### src/rtl/cache_def.sv
// Shared types and constants for the direct-mapped cache: 1024 lines of 128 bits, 32-bit address.
package cache_def;

  localparam int TAGMSB = 31;
  localparam int TAGLSB = 14;

  typedef enum logic [1:0] {
    IDLE,
    COMPARE_TAG,
    ALLOCATE,
    WRITE_BACK
  } cache_state_type;

  typedef struct packed {
    logic                     valid;
    logic                     dirty;
    logic [TAGMSB-TAGLSB:0]   tag;
  } cache_tag_type;

  typedef struct packed {
    logic [9:0] index;
    logic       we;
  } cache_req_type;

  typedef logic [127:0] cache_data_type;

  typedef struct packed {
    logic [31:0] addr;
    logic [31:0] data;
    logic        rw;
    logic        valid;
  } cpu_req_type;

  typedef struct packed {
    logic [31:0] data;
    logic        ready;
  } cpu_result_type;

  typedef struct packed {
    logic [31:0]    addr;
    cache_data_type data;
    logic           rw;
    logic           valid;
  } mem_req_type;

  typedef struct packed {
    cache_data_type data;
    logic           ready;
  } mem_data_type;

  function automatic logic [31:0] get_word(input cache_data_type line, input logic [1:0] sel);
    return line[sel*32 +: 32];
  endfunction

  function automatic cache_data_type merge_word(input cache_data_type line, input logic [1:0] sel,
                                                input logic [31:0] word);
    cache_data_type res;
    res = line;
    res[sel*32 +: 32] = word;
    return res;
  endfunction

endpackage

### src/rtl/dm_cache_fsm.sv
// Write-back, write-allocate controller for a direct-mapped cache; tag/data arrays live outside.
module dm_cache_fsm
  import cache_def::*;
(
  input  logic           clk,
  input  logic           rst_n,
  input  cpu_req_type    cpu_req,
  output cpu_result_type cpu_res,
  output mem_req_type    mem_req,
  input  mem_data_type   mem_res,
  output cache_req_type  tag_req,
  output cache_tag_type  tag_write,
  input  cache_tag_type  tag_read,
  output cache_req_type  data_req,
  output cache_data_type data_write,
  input  cache_data_type data_read
);

  cache_state_type state, next_state;
  cpu_req_type     req_q;
  logic [31:0]     victim_addr;
  cache_data_type  victim_data;

  logic [TAGMSB-TAGLSB:0] req_tag;
  logic [9:0]             index;
  logic [1:0]             word;
  logic                   hit;

  assign req_tag = req_q.addr[TAGMSB:TAGLSB];
  assign index   = req_q.addr[13:4];
  assign word    = req_q.addr[3:2];
  assign hit     = tag_read.valid && (tag_read.tag == req_tag);

  always_ff @(posedge clk) begin
    if (!rst_n) begin
      state       <= IDLE;
      req_q       <= '0;
      victim_addr <= '0;
      victim_data <= '0;
    end else begin
      state <= next_state;
      if (state == IDLE && cpu_req.valid)
        req_q <= cpu_req;
      if (state == COMPARE_TAG && !hit) begin
        victim_addr <= {tag_read.tag, index, 4'h0};
        victim_data <= data_read;
      end
    end
  end

  // Outputs are gated by rst_n so a reset landing mid-refill cannot commit a partial update.
  always_comb begin
    next_state = state;
    cpu_res    = '0;
    mem_req    = '0;
    tag_req    = '{index: index, we: 1'b0};
    data_req   = '{index: index, we: 1'b0};
    tag_write  = '0;
    data_write = data_read;
    if (rst_n) begin
      case (state)
        IDLE: begin
          if (cpu_req.valid)
            next_state = COMPARE_TAG;
        end
        COMPARE_TAG: begin
          if (hit) begin
            cpu_res.ready = 1'b1;
            cpu_res.data  = get_word(data_read, word);
            if (req_q.rw) begin
              data_write   = merge_word(data_read, word, req_q.data);
              data_req.we  = 1'b1;
              tag_write    = '{valid: 1'b1, dirty: 1'b1, tag: req_tag};
              tag_req.we   = 1'b1;
            end
            next_state = IDLE;
          end else if (tag_read.valid && tag_read.dirty) begin
            next_state = WRITE_BACK;
          end else begin
            next_state = ALLOCATE;
          end
        end
        WRITE_BACK: begin
          mem_req = '{addr: victim_addr, data: victim_data, rw: 1'b1, valid: 1'b1};
          if (mem_res.ready)
            next_state = ALLOCATE;
        end
        ALLOCATE: begin
          mem_req = '{addr: {req_tag, index, 4'h0}, data: '0, rw: 1'b0, valid: 1'b1};
          if (mem_res.ready) begin
            data_write  = mem_res.data;
            data_req.we = 1'b1;
            tag_write   = '{valid: 1'b1, dirty: 1'b0, tag: req_tag};
            tag_req.we  = 1'b1;
            next_state  = COMPARE_TAG;
          end
        end
        default: next_state = IDLE;
      endcase
    end
  end

endmodule
### config.mk
export PLATFORM = sky130hd
export DESIGN_NAME = dm_cache_fsm
export DESIGN_NICKNAME = d
export VERILOG_FILES = /design/src/rtl/cache_def.sv /design/src/rtl/dm_cache_fsm.sv
export SDC_FILE = /design/constraint.sdc
export NUM_CORES = 1
export LEC_CHECK = 0
export ABC_AREA = 1
export CAP_MARGIN = 15
export CORE_AREA = 2 2 279 281
export CTS_BUF_LIST = sky130_fd_sc_hd__clkbuf_8 sky130_fd_sc_hd__clkbuf_16
export DETAILED_ROUTE_END_ITERATION = 7
export DIE_AREA = 0 0 281 283
export GPL_TIMING_DRIVEN = 1
export HOLD_SLACK_MARGIN = 0.06
export PLACE_DENSITY = 0.49
export SLEW_MARGIN = 20
export SYNTH_ARGS = -nofsm -noshare
export SYNTH_HDL_FRONTEND = slang
export SYNTH_SLANG_ARGS = --single-unit
### constraint.sdc
create_clock -name clk -period 2.5 [get_ports clk]
set_input_delay 0.25 -clock clk [delete_from_list [all_inputs] [get_ports clk]]
set_output_delay 0.25 -clock clk [all_outputs]
set_load 0.02 [all_outputs]
==> results of run 1 <==
## through the flow
stage	utilization [%]	instance area [µm²]	cells	setup slack, ns
finish	48.3	37100	5166	-0.454
global route	48.3	37100	5159	-0.532
floorplan	-	17800	2934	0.0674
CTS	44.7	34300	5106	-0.426
global placement	37.9	29100	4903	-0.896
detailed placement	37.9	29100	4903	-0.842
## state kept, by name, indices dropped and copies added, names as in the netlist
signal,count
state,2
data_req,10
victim_data,128
req_q,53
victim_addr,28
## synth_stat cells
cell	number
sky130_fd_sc_hd__xnor2_1	1
sky130_fd_sc_hd__o21bai_1	1
sky130_fd_sc_hd__a21oi_2	99
sky130_fd_sc_hd__nor3_1	8
sky130_fd_sc_hd__a21boi_1	1
sky130_fd_sc_hd__nand4_1	4
sky130_fd_sc_hd__ha_1	9
sky130_fd_sc_hd__inv_2	10
sky130_fd_sc_hd__nand2_1	410
sky130_fd_sc_hd__a221oi_1	122
sky130_fd_sc_hd__nor2_2	2
sky130_fd_sc_hd__nand3_2	11
sky130_fd_sc_hd__dfxtp_1	221
sky130_fd_sc_hd__xor2_1	1
sky130_fd_sc_hd__o22ai_1	93
sky130_fd_sc_hd__clkbuf_1	168
sky130_fd_sc_hd__buf_6	10
sky130_fd_sc_hd__buf_12	10
sky130_fd_sc_hd__a22oi_1	14
sky130_fd_sc_hd__nand2_4	1
sky130_fd_sc_hd__conb_1	1
sky130_fd_sc_hd__buf_8	1
sky130_fd_sc_hd__nand3_1	291
sky130_fd_sc_hd__a21oi_1	136
sky130_fd_sc_hd__clkinv_1	3
sky130_fd_sc_hd__buf_2	27
sky130_fd_sc_hd__nor2_1	489
sky130_fd_sc_hd__inv_1	422
sky130_fd_sc_hd__a32o_1	28
sky130_fd_sc_hd__nand2_2	99
sky130_fd_sc_hd__buf_1	17
sky130_fd_sc_hd__buf_4	27
sky130_fd_sc_hd__o21ai_0	194
## path summary, 6_finish.rpt
check / cells past startpoint / startpoint / endpoint / slack (ns)
setup reg to reg: 21 / req_q[63] / victim_data[95] / -0.18
setup / recovery: 14 / req_q[63] / cpu_res[4] / -0.45
hold / removal: 3 / tag_read[13] / victim_addr[27] / 0.12
hold reg to reg: 2 / victim_data[114] / victim_data[114] / 0.46
## power by group through the flow
stage                     logic [W]  clock network [W]  registers, W
final                        0.0227            0.00493       0.00545
after global routing         0.0239            0.00514       0.00556
after CTS                    0.0208            0.00501       0.00540
after detailed placement     0.0185                  0       0.00542
after global placement       0.0185                  0       0.00541
after floorplan             0.00956                  0       0.00521
## what timing repair did
| item | in CTS | in global routing |
|---|---|---|
| buffers inserted | 121 | 54 |
| cloned | 26 | 5 |
| gates resized for setup | 1205 | 639 |
| pin swaps | 101 | 167 |
| hold endpoints to repair | 0 | 0 |
| endpoints found under the setup margin | 332 | 316 |
| hold buffers | 0 | 0 |
## routing by layer
metal | wire (µm) | share of wire [%]
met3 | 13300 | 9.8
met4 | 7610 | 5.6
met2 | 64300 | 47
met1 | 50700 | 37
met5 | 333 | 0.24
## cells by family after synthesis
group / synth area share [%]
buffers and inverters: 16.8
adders and majority gates: 0.634
and+or+nand+nor: 31.8
xor gates and xnor gates: 0.0986
AOI/OAI and AO/OA: 25.7
other: 0.0211
DFF: 24.9
## worst reg2reg max path: stages, from the launching register on
cell                      delay [ns]
sky130_fd_sc_hd__dfxtp_2        0.36
sky130_fd_sc_hd__buf_6          0.11
sky130_fd_sc_hd__nand2_4        0.07
sky130_fd_sc_hd__buf_6          0.12
sky130_fd_sc_hd__nand4_1        0.11
sky130_fd_sc_hd__nor2_4         0.06
sky130_fd_sc_hd__nand3_4        0.06
sky130_fd_sc_hd__buf_12         0.17
sky130_fd_sc_hd__buf_12         0.17
sky130_fd_sc_hd__buf_12         0.13
sky130_fd_sc_hd__buf_16         0.14
sky130_fd_sc_hd__nand3_4        0.08
sky130_fd_sc_hd__buf_6          0.12
sky130_fd_sc_hd__buf_6          0.10
sky130_fd_sc_hd__buf_6          0.10
sky130_fd_sc_hd__buf_6          0.10
sky130_fd_sc_hd__buf_6          0.10
sky130_fd_sc_hd__buf_6          0.10
sky130_fd_sc_hd__buf_6          0.10
sky130_fd_sc_hd__buf_6          0.11
sky130_fd_sc_hd__buf_6          0.10
sky130_fd_sc_hd__a21oi_2        0.11
## area by class of cell
class                   count  area, µm²
diodes                     24       60.1
clock buffers              39        931
clock inverters            20        156
fillers                  7660      39600
inverters                 435       1680
multi-input cells        2018      14000
flip-flops and latches    221       4470
well taps                1040       1300
repair buffers           1369      14400
## cells in the final DEF, fill, tap and decap left out, types with 21 or more instances in the layout
cell,n
sky130_fd_sc_hd__a221oi_1,74
sky130_fd_sc_hd__nor2_1,376
sky130_fd_sc_hd__inv_2,76
sky130_fd_sc_hd__nand3_2,127
sky130_fd_sc_hd__o21ai_0,188
sky130_fd_sc_hd__dfxtp_1,200
sky130_fd_sc_hd__a21oi_2,111
sky130_fd_sc_hd__nand3_1,81
sky130_fd_sc_hd__a21oi_1,117
sky130_fd_sc_hd__inv_1,351
sky130_fd_sc_hd__nand2_2,195
sky130_fd_sc_hd__a221oi_2,41
sky130_fd_sc_hd__buf_4,549
sky130_fd_sc_hd__o22ai_1,70
sky130_fd_sc_hd__nand2_4,21
sky130_fd_sc_hd__nor2_2,44
sky130_fd_sc_hd__clkbuf_16,40
sky130_fd_sc_hd__a32o_1,28
sky130_fd_sc_hd__nand2_1,292
sky130_fd_sc_hd__clkdlybuf4s50_1,360
sky130_fd_sc_hd__diode_2,24
sky130_fd_sc_hd__nor2_4,71
sky130_fd_sc_hd__dlymetal6s2s_1,108
sky130_fd_sc_hd__buf_12,99
sky130_fd_sc_hd__nand3_4,94
sky130_fd_sc_hd__buf_6,199
==> flow_metrics.env, run 1 <==
export IMPL_timing_final_max_slew_violations=0
export IMPL_timing_critical_path_buf_inv=7
export IMPL_portBuffers=703
export IMPL_groute_layer_met3_usage_pct=10.1
export IMPL_tritoncts="built"
export IMPL_clock_skew_ns=0.0248
export IMPL_postLayoutSetupSlackWorst_ns=-0.454
export IMPL_die_footprint_um2=79500
export IMPL_global_route_wire_length_before_repair_mm=186
export IMPL_wirelength_mm=136
export IMPL_power_frac_seq_pct=16.5
export IMPL_switching_share_pct=48.1
export IMPL_grt_max_degree=122
export IMPL_synthCells=2931
export IMPL_clock_fmax_ghz=0.339
export IMPL_violated_checks="negative setup slack"
export IMPL_worst_hold_slack_ns=0.120
export IMPL_busiest_layer="met2"
export IMPL_worstPathCellList="buf_6, nand2_4, nand2_2, nor2_2, nand4_1, nor2_4, buf_12, buf_6, nand3_4, buf_12, buf_12, nor3_4, buf_6, buf_12"
export IMPL_cts_path_max_buffers=3
export IMPL_post_drt_wl_per_cell_um=26.4
export IMPL_globalRouteTotalUtil_pct=32.4
export IMPL_critical_path_endpoint_type="output port"
export IMPL_path_common_cell="sky130_fd_sc_hd__buf_12"
export IMPL_final_global_route_overflow_total=0
export IMPL_crit_path_top_delay_cell="sky130_fd_sc_hd__dfxtp_2"
export IMPL_clock_sinks=221
export IMPL_numCtsBuffers=35
export IMPL_criticalPathCategory="reg2out"
export IMPL_drt_pre_antenna_iters=5
export IMPL_clock_tree_root_cell="sky130_fd_sc_hd__clkbuf_16"
export IMPL_synthesis_area_um2=17800
export IMPL_grt_setup_unrepaired="true"
export IMPL_power_frac_comb_pct=68.7
export IMPL_drc=0
export IMPL_p_int_w=0.0172
export IMPL_status="complete, but fails checks"
export IMPL_timing_final_crit_share_pct=118
export IMPL_critical_path_max_stage_delay_ns=0.34
export IMPL_yosys_area_top_type="sky130_fd_sc_hd__dfxtp_1"
export IMPL_cap_violations=0
export IMPL_final_antenna_net_count=0
export IMPL_clk_pin_slew_worst_paths_ns=0.05
export IMPL_report_power_total_w=0.0331
export IMPL_height_of_the_die_um=283
export IMPL_clock_insertion_delay_worst_skew_ns=0.57
export IMPL_cpLargestDelayFamily="buffers and inverters"
export IMPL_grt_met2_usage_pct=53.8
export IMPL_fp_coreArea_um2=76700
export IMPL_final_hpwl_from_detailed_placement_mm=101
export IMPL_timing_hold_violations_final=0
export IMPL_synth_seq_cells=221
export IMPL_die_width_um=281
export IMPL_setup_tns_ns=-48.90
export IMPL_synthesis_area_per_instance_um2=6.06
export IMPL_p_switching_w=0.0159
export IMPL_timing_critical_path_arrival_ns=2.70
export IMPL_cp_start_kind="flip-flop"
export IMPL_cts_htree_levels=2
export IMPL_ys_seq_area_share_pct=24.9
export IMPL_power_leakage_nw=17.0
export IMPL_antenna_found_initial=52
export IMPL_design_portCount=710
export IMPL_first_global_vias=25664
export IMPL_synth_top_cells_by_area="sky130_fd_sc_hd__dfxtp_1 25%, sky130_fd_sc_hd__nor2_1 10%, sky130_fd_sc_hd__inv_1 8.9%"
export IMPL_gr_usage_met1_pct=37.4
export IMPL_worstMarginPinSlew_ns=0.598
export IMPL_post_route_cells_drive_above_1_share_pct=44.5
export IMPL_power_frac_clock_pct=14.9
export IMPL_floorplan_initialDensity_pct=23.2
export IMPL_finalSetupViolations=186
export IMPL_max_slew_margin_pct=59.7
export IMPL_top_area_cell_type_share_of_the_netlist_area_pct=24.9
export IMPL_number_of_drc_markers_after_the_initial_detailed_route_iteration=2196
export IMPL_yosys_warnings=0
export IMPL_req_time_crit_path_ns=2.25
export IMPL_gp_congestion=0.951
export IMPL_worstPathMaxFanout=8
export IMPL_core_rowCount=102
export IMPL_vias=26298
export IMPL_synthToLayoutAreaGrowth_pct=109
export IMPL_irDropWorstVdd_v=0.000493
export IMPL_worst_hold_path_type="in2reg"
export IMPL_routed_via_density=5.09
export IMPL_timing_final_crit_period_ns=2.95
export IMPL_count_of_distinct_cell_types_in_the_synthesized_netlist=33
export IMPL_finalNetCount=4434
export IMPL_pwr_dens_nw_per_um2=893
Power figures use the tool's default switching activity.
==> inputs of run 2 (changes only) <==
--- a/config.mk
+++ b/config.mk
@@ -14,6 +14,7 @@
 export GPL_TIMING_DRIVEN = 1
 export HOLD_SLACK_MARGIN = 0.06
 export PLACE_DENSITY = 0.49
+export RECOVER_POWER = 100
 export SLEW_MARGIN = 20
 export SYNTH_ARGS = -nofsm -noshare
 export SYNTH_HDL_FRONTEND = slang
==> run 2 against run 1 <==
The run still ends with negative setup slack left. Non-clock buffer count unchanged. Clock skew increased by 0.0010 ns. Worst setup slack got worse by 0.011 ns. Core utilization decreased by 0.28 points. First-iteration DRC count increased by 2.7%. Flip-flop and latch count unchanged. Worst hold slack got worse by 0.00053 ns. Sequential power about the same. Combinational power about the same. Sequential share of layout area increased by 0.067 points. Critical endpoint unchanged. Largest power group unchanged.
==> flow_metrics.env, run 2 (synthesis results as in run 1) <==
export IMPL_status="complete, but fails checks"
export IMPL_violated_checks="negative setup slack"
export IMPL_final_global_route_overflow_total=0
export IMPL_register_with_the_highest_flop_count="victim_data"
export IMPL_portBuffers=703
export IMPL_drc=0
export IMPL_critical_path_endpoint_type="output port"
export IMPL_tritoncts="built"
export IMPL_criticalPathCategory="reg2out"
export IMPL_largest_register_ffs=128
export IMPL_timing_final_crit_period_ns=2.97
export IMPL_crit_path_top_delay_cell="sky130_fd_sc_hd__dfxtp_2"
export IMPL_number_of_drc_markers_after_the_initial_detailed_route_iteration=2256
export IMPL_worstMarginPinSlew_ns=1.19
export IMPL_final_hpwl_from_detailed_placement_mm=101
export IMPL_floorplan_initialDensity_pct=23.2
export IMPL_antenna_found_initial=52
export IMPL_cp_start_kind="flip-flop"
export IMPL_drt_pre_antenna_iters=7
export IMPL_largestRegisters="victim_data x128, req_q x53, victim_addr x28"
export IMPL_wirelength_mm=136
export IMPL_cts_path_max_buffers=3
export IMPL_max_slew_margin_pct=20.4
export IMPL_final_antenna_net_count=0
export IMPL_grt_max_degree=122
export IMPL_timing_final_crit_share_pct=119
export IMPL_clock_insertion_delay_worst_skew_ns=0.57
export IMPL_clk_pin_slew_worst_paths_ns=0.05
export IMPL_synthToLayoutAreaGrowth_pct=107
export IMPL_globalRouteTotalUtil_pct=32.4
export IMPL_clock_sinks=221
export IMPL_mostFrequentLayoutCell="sky130_fd_sc_hd__buf_4"
export IMPL_power_leakage_nw=16.8
export IMPL_die_width_um=281
export IMPL_gp_congestion=0.951
export IMPL_worst_hold_path_type="in2reg"
export IMPL_finalNetCount=4434
export IMPL_routed_via_density=5.10
export IMPL_postLayoutSetupSlackWorst_ns=-0.465
export IMPL_first_global_vias=25664
export IMPL_dp_cells=4903
export IMPL_irDropWorstVdd_v=0.000501
export IMPL_n_fill_cell=7700
export IMPL_final_cell_count_no_fill=5166
export IMPL_height_of_the_die_um=283
export IMPL_clock_fmax_ghz=0.337
export IMPL_timing_hold_violations_final=0
export IMPL_clock_tree_root_cell="sky130_fd_sc_hd__clkbuf_16"
export IMPL_post_cts_hold_buffer_count=0
export IMPL_path_common_cell="sky130_fd_sc_hd__buf_12"
export IMPL_report_power_total_w=0.0329
export IMPL_post_place_ws_ns=-0.842
export IMPL_most_frequent_cells_in_the_layout="542 x sky130_fd_sc_hd__buf_4, 376 x sky130_fd_sc_hd__nor2_1, 352 x sky130_fd_sc_hd__inv_1"
export IMPL_critical_path_max_stage_delay_ns=0.34
export IMPL_timing_critical_path_arrival_ns=2.72
export IMPL_die_footprint_um2=79500
export IMPL_design_portCount=710
export IMPL_setup_tns_ns=-54.34
export IMPL_cap_violations=0
export IMPL_grt_setup_unrepaired="true"
export IMPL_worstPathMaxFanout=8
export IMPL_worstPathCellList="buf_6, nand2_4, nand2_2, nor2_2, nand4_1, nor2_4, buf_12, buf_6, nand3_4, buf_12, buf_12, nor3_4, buf_6, buf_12"
export IMPL_pwr_dens_nw_per_um2=893
export IMPL_numCtsBuffers=35
export IMPL_finalSetupViolations=259
export IMPL_timing_final_max_slew_violations=0
export IMPL_post_drt_wl_per_cell_um=26.4
export IMPL_req_time_crit_path_ns=2.25
export IMPL_vias=26337
export IMPL_global_route_wire_length_before_repair_mm=186
export IMPL_cts_htree_levels=2
export IMPL_clock_skew_ns=0.0259
export IMPL_post_route_cells_drive_above_1_share_pct=44.3
export IMPL_core_rowCount=102
export IMPL_fp_coreArea_um2=76700
-- run 2: cell count changes in the layout (fill, tap and decap cells not counted), moves of 2 or more --
cell	change
sky130_fd_sc_hd__buf_6	+4
sky130_fd_sc_hd__clkbuf_4	+5
sky130_fd_sc_hd__buf_4	-7
sky130_fd_sc_hd__clkbuf_2	+3
sky130_fd_sc_hd__ha_1	+2
sky130_fd_sc_hd__buf_12	-10
sky130_fd_sc_hd__dlymetal6s2s_1	-8
sky130_fd_sc_hd__clkdlybuf4s50_1	-21
sky130_fd_sc_hd__dlygate4sd3_1	+21
sky130_fd_sc_hd__buf_8	+4
sky130_fd_sc_hd__clkbuf_1	+9
-- run 2: area by class of cell --
class	instances	area (µm²)	area share (%)
clock buffer	39	931	2.53
clock inverter	20	156	0.424
inverter	435	1680	4.55
tap	1040	1300	3.53
sequential	221	4460	12.1
timing repair buffer	1369	14300	38.7
antenna	24	60.1	0.163
multi-input combinational	2018	14000	38.0
-- run 2: timing repair --
item                       in CTS  in global routing
gates resized for setup      1205                639
setup buffers                 121                 54
pin swaps                     101                167
gates cloned                   26                  5
setup endpoints to repair     332                316
-- run 2: path summary, 6_finish.rpt --
path               startpoint               end  slack (ns)  cells after the start
max                 req_q[63]        cpu_res[4]       -0.47                     14
min              tag_read[13]   victim_addr[27]        0.12                      3
max reg2reg         req_q[63]   victim_data[95]       -0.17                     21
min reg2reg  victim_data[114]  victim_data[114]        0.46                      2
-- run 2: through the flow --
step	hold WS, ns	area (µm²)	utilization [%]
2_1_floorplan	0.412	17800	-
3_3_place_gp	0.448	29100	37.9
3_5_place_dp	0.452	29100	37.9
4_1_cts	0.159	34300	44.7
5_1_grt	0.160	36800	48.0
6_report	0.119	36900	48.1
-- run 2: worst max-delay path: cells and delay by family (launching register included) --
kind,cells,cell delay [ns]
buf+inv,7,0.98
flops,1,0.34
simple gates,7,0.84
-- run 2: where the power goes --
group          total, W  leakage (nW)  switching, W  internal (W)
logic            0.0226          14.5        0.0130       0.00952
clock network   0.00492         0.565       0.00205       0.00287
registers       0.00544          1.82      0.000806       0.00463
total            0.0329          16.8        0.0159        0.0170
-- run 2: routing by layer --
metal  global-route usage (%)  wire length, µm  vias to the layer above
met5                        0              345                        -
met4                     16.2             7650                       52
met3                     10.1            12900                      376
met2                     53.8            64300                     1286
met1                     37.4            51200                    12636
li1                         -                -                    11987
==> inputs of run 3 (changes only) <==
--- a/config.mk
+++ b/config.mk
@@ -13,8 +13,10 @@
 export DIE_AREA = 0 0 281 283
 export GPL_TIMING_DRIVEN = 1
 export HOLD_SLACK_MARGIN = 0.06
+export MAX_ROUTING_LAYER = met4
 export PLACE_DENSITY = 0.49
 export RECOVER_POWER = 100
+export REMOVE_ABC_BUFFERS = 1
 export SLEW_MARGIN = 20
 export SYNTH_ARGS = -nofsm -noshare
 export SYNTH_HDL_FRONTEND = slang
==> run 3 against run 2 <==
The run still ends with negative setup slack left. Clock power is 2% lower. Die area stayed put. Routed wire length is 13% lower. Critical path depth is 1 higher. Maximum frequency is 2.5% higher. Power is 6.9% lower. Critical endpoint is now cpu_res[6]. Largest cell class unchanged.
==> flow_metrics.env, run 3 (synthesis results as in run 1) <==
export IMPL_criticalPathCategory="reg2out"
export IMPL_violated_checks="negative setup slack"
export IMPL_synthToLayoutAreaGrowth_pct=90.8
export IMPL_reg2regPathDepth=6
export IMPL_worstPathCellList="buf_6, nand2_4, nand2_4, inv_2, nand2_2, nor2_2, nand3_2, nor2_4, buf_12, buf_12, nand3_4, buf_12, buf_4, nor2_4, buf_6"
export IMPL_vias=24945
export IMPL_drc=0
export IMPL_clock_fmax_ghz=0.346
export IMPL_gp_congestion=0.947
export IMPL_maxUsedRoutingLayer="met4"
export IMPL_mostFrequentLayoutCell="sky130_fd_sc_hd__buf_4"
export IMPL_timing_final_max_slew_violations=0
export IMPL_power_leakage_nw=16.6
export IMPL_setup_worst_path_start="req_q[55]"
export IMPL_critical_path_max_stage_delay_ns=0.36
export IMPL_height_of_the_die_um=283
export IMPL_route_met2_wl_mm=56.3
export IMPL_final_global_route_overflow_total=0
export IMPL_worst_r2r_setup_slack_ns=-0.15
export IMPL_routed_via_density=5.00
export IMPL_cts_path_max_buffers=3
export IMPL_cts_htree_levels=1
export IMPL_clock_skew_ns=0.0131
export IMPL_finalNetCount=4260
export IMPL_most_frequent_cells_in_the_layout="430 x sky130_fd_sc_hd__buf_4, 425 x sky130_fd_sc_hd__nor2_1, 378 x sky130_fd_sc_hd__inv_1"
export IMPL_final_hpwl_from_detailed_placement_mm=80.2
export IMPL_finalSetupViolations=216
export IMPL_wirelength_mm=118
export IMPL_dp_cells=4803
export IMPL_post_drt_wl_per_cell_um=23.7
export IMPL_register_with_the_highest_flop_count="victim_data"
export IMPL_holdCritStartpoint="rst_n"
export IMPL_timing_critical_path_arrival_ns=2.64
export IMPL_timing_final_crit_share_pct=116
export IMPL_global_route_wire_length_before_repair_mm=157
export IMPL_req_time_crit_path_ns=2.25
export IMPL_worstPathMaxFanout=19
export IMPL_die_width_um=281
export IMPL_route_layer_met1_wl_mm=48.1
export IMPL_r2r_start="state[1]"
export IMPL_clock_tree_root_cell="sky130_fd_sc_hd__clkbuf_16"
export IMPL_n_fill_cell=7965
export IMPL_final_cell_count_no_fill=4991
export IMPL_status="complete, but fails checks"
export IMPL_fp_coreArea_um2=76700
export IMPL_irDropWorstVdd_v=0.000524
export IMPL_largest_register_ffs=128
export IMPL_path_common_cell="sky130_fd_sc_hd__buf_12"
export IMPL_largestRegisters="victim_data x128, req_q x53, victim_addr x28"
export IMPL_number_of_drc_markers_after_the_initial_detailed_route_iteration=1864
export IMPL_floorplan_initialDensity_pct=23.2
export IMPL_wl_met3_mm=10.2
export IMPL_terminating_pin_of_the_worst_hold_path="req_q[64]"
export IMPL_first_global_vias=23041
export IMPL_design_portCount=710
export IMPL_numCtsBuffers=31
export IMPL_globalRouteTotalUtil_pct=27.1
export IMPL_core_rowCount=102
export IMPL_max_slew_margin_pct=41.1
export IMPL_worstMarginPinSlew_ns=0.883
export IMPL_clk_pin_slew_worst_paths_ns=0.06
export IMPL_cap_violations=0
export IMPL_timing_final_crit_period_ns=2.89
export IMPL_clock_insertion_delay_worst_skew_ns=0.60
export IMPL_drt_pre_antenna_iters=5
export IMPL_timing_hold_violations_final=0
export IMPL_clock_sinks=221
export IMPL_antenna_found_initial=21
export IMPL_post_route_cells_drive_above_1_share_pct=35.7
export IMPL_postLayoutSetupSlackWorst_ns=-0.392
export IMPL_tritoncts="built"
export IMPL_crit_path_top_delay_cell="sky130_fd_sc_hd__dfxtp_4"
export IMPL_worst_r2r_endpoint="req_q[61]"
export IMPL_final_antenna_net_count=0
export IMPL_portBuffers=703
export IMPL_grt_max_degree=85
export IMPL_grt_setup_unrepaired="true"
export IMPL_critical_path_endpoint_type="output port"
export IMPL_pwr_dens_nw_per_um2=904
export IMPL_die_footprint_um2=79500
export IMPL_timing_hold_worst_path_depth=4
export IMPL_final_util_pct=44.2
export IMPL_worst_hold_path_type="in2reg"
export IMPL_cp_start_kind="flip-flop"
run 3: changes by cell type in the layout (fill, tap and decap cells not counted), moves of 30 or more:
| cell | change |
|---|---|
| sky130_fd_sc_hd__nand3_2 | -36 |
| sky130_fd_sc_hd__dlymetal6s2s_1 | +40 |
| sky130_fd_sc_hd__nand3_1 | +108 |
| sky130_fd_sc_hd__nand2_1 | +55 |
| sky130_fd_sc_hd__nand3_4 | -72 |
| sky130_fd_sc_hd__nor2_4 | -47 |
| sky130_fd_sc_hd__inv_2 | -30 |
| sky130_fd_sc_hd__buf_4 | -112 |
| sky130_fd_sc_hd__nor2_1 | +49 |
| sky130_fd_sc_hd__nand2_2 | -49 |
| sky130_fd_sc_hd__buf_6 | -105 |
run 3: layer usage:
layer	vias to the layer above	global-route usage (%)
li1	11638	-
met1	11963	32.7
met2	1139	44.9
met3	205	6.21
met4	0	7.61
met5	-	-
run 3: layout make-up:
class | instances | area, µm² | share of cell area [%]
sequential | 221 | 4460 | 13.2
clock buffer | 35 | 831 | 2.45
multi-input combinational | 2018 | 12600 | 37.3
timing repair buffer | 1199 | 12700 | 37.4
inverter | 435 | 1680 | 4.95
clock inverter | 21 | 246 | 0.727
tap | 1040 | 1300 | 3.84
antenna | 22 | 55.1 | 0.162
run 3: power breakdown:
group | leakage (nW) | total, W | internal, W | switching, W
Combinational | 14.3 | 0.0204 | 0.00854 | 0.0119
Sequential | 1.82 | 0.00536 | 0.00462 | 0.000734
Clock | 0.536 | 0.00484 | 0.00288 | 0.00196
run 3: repair_timing:
action                                  CTS  global route
endpoints found under the setup margin  396           461
cloned                                   11            22
hold buffers                              0             0
setup buffers                            23            56
pin swaps                                38            78
gates resized for setup                 792           817
run 3: through the flow:
stage	setup TNS (ns)	setup slack [ns]	hold slack, ns	total power (W)	instance area (µm²)
after floorplan	-1656.19	-5.10	0.386	0.0119	16400
after global placement	-123.26	-0.622	0.451	0.0236	28600
final	-54.12	-0.392	0.172	0.0306	33900
after global routing	-80.21	-0.530	0.161	0.0324	33900
after CTS	-102.55	-0.440	0.130	0.0289	30900
after detailed placement	-125.70	-0.654	0.454	0.0236	28600
run 3: worst max path at each step:
stage	to	slack (ns)	depth (start not counted)
final	cpu_res[6]	-0.39	15
after global routing	data_write[5]	-0.53	16
after CTS	data_write[15]	-0.44	16
after detailed placement	cpu_res[6]	-0.65	12
after global placement	data_write[117]	-0.62	14
after floorplan	state[0]	-5.10	6
run 3: critical path, delay by kind of cell (launching register included):
kind | cells | cell delay [ns]
buffers and inverters | 7 | 0.96
DFF | 1 | 0.36
and+or+nand+nor | 8 | 0.70
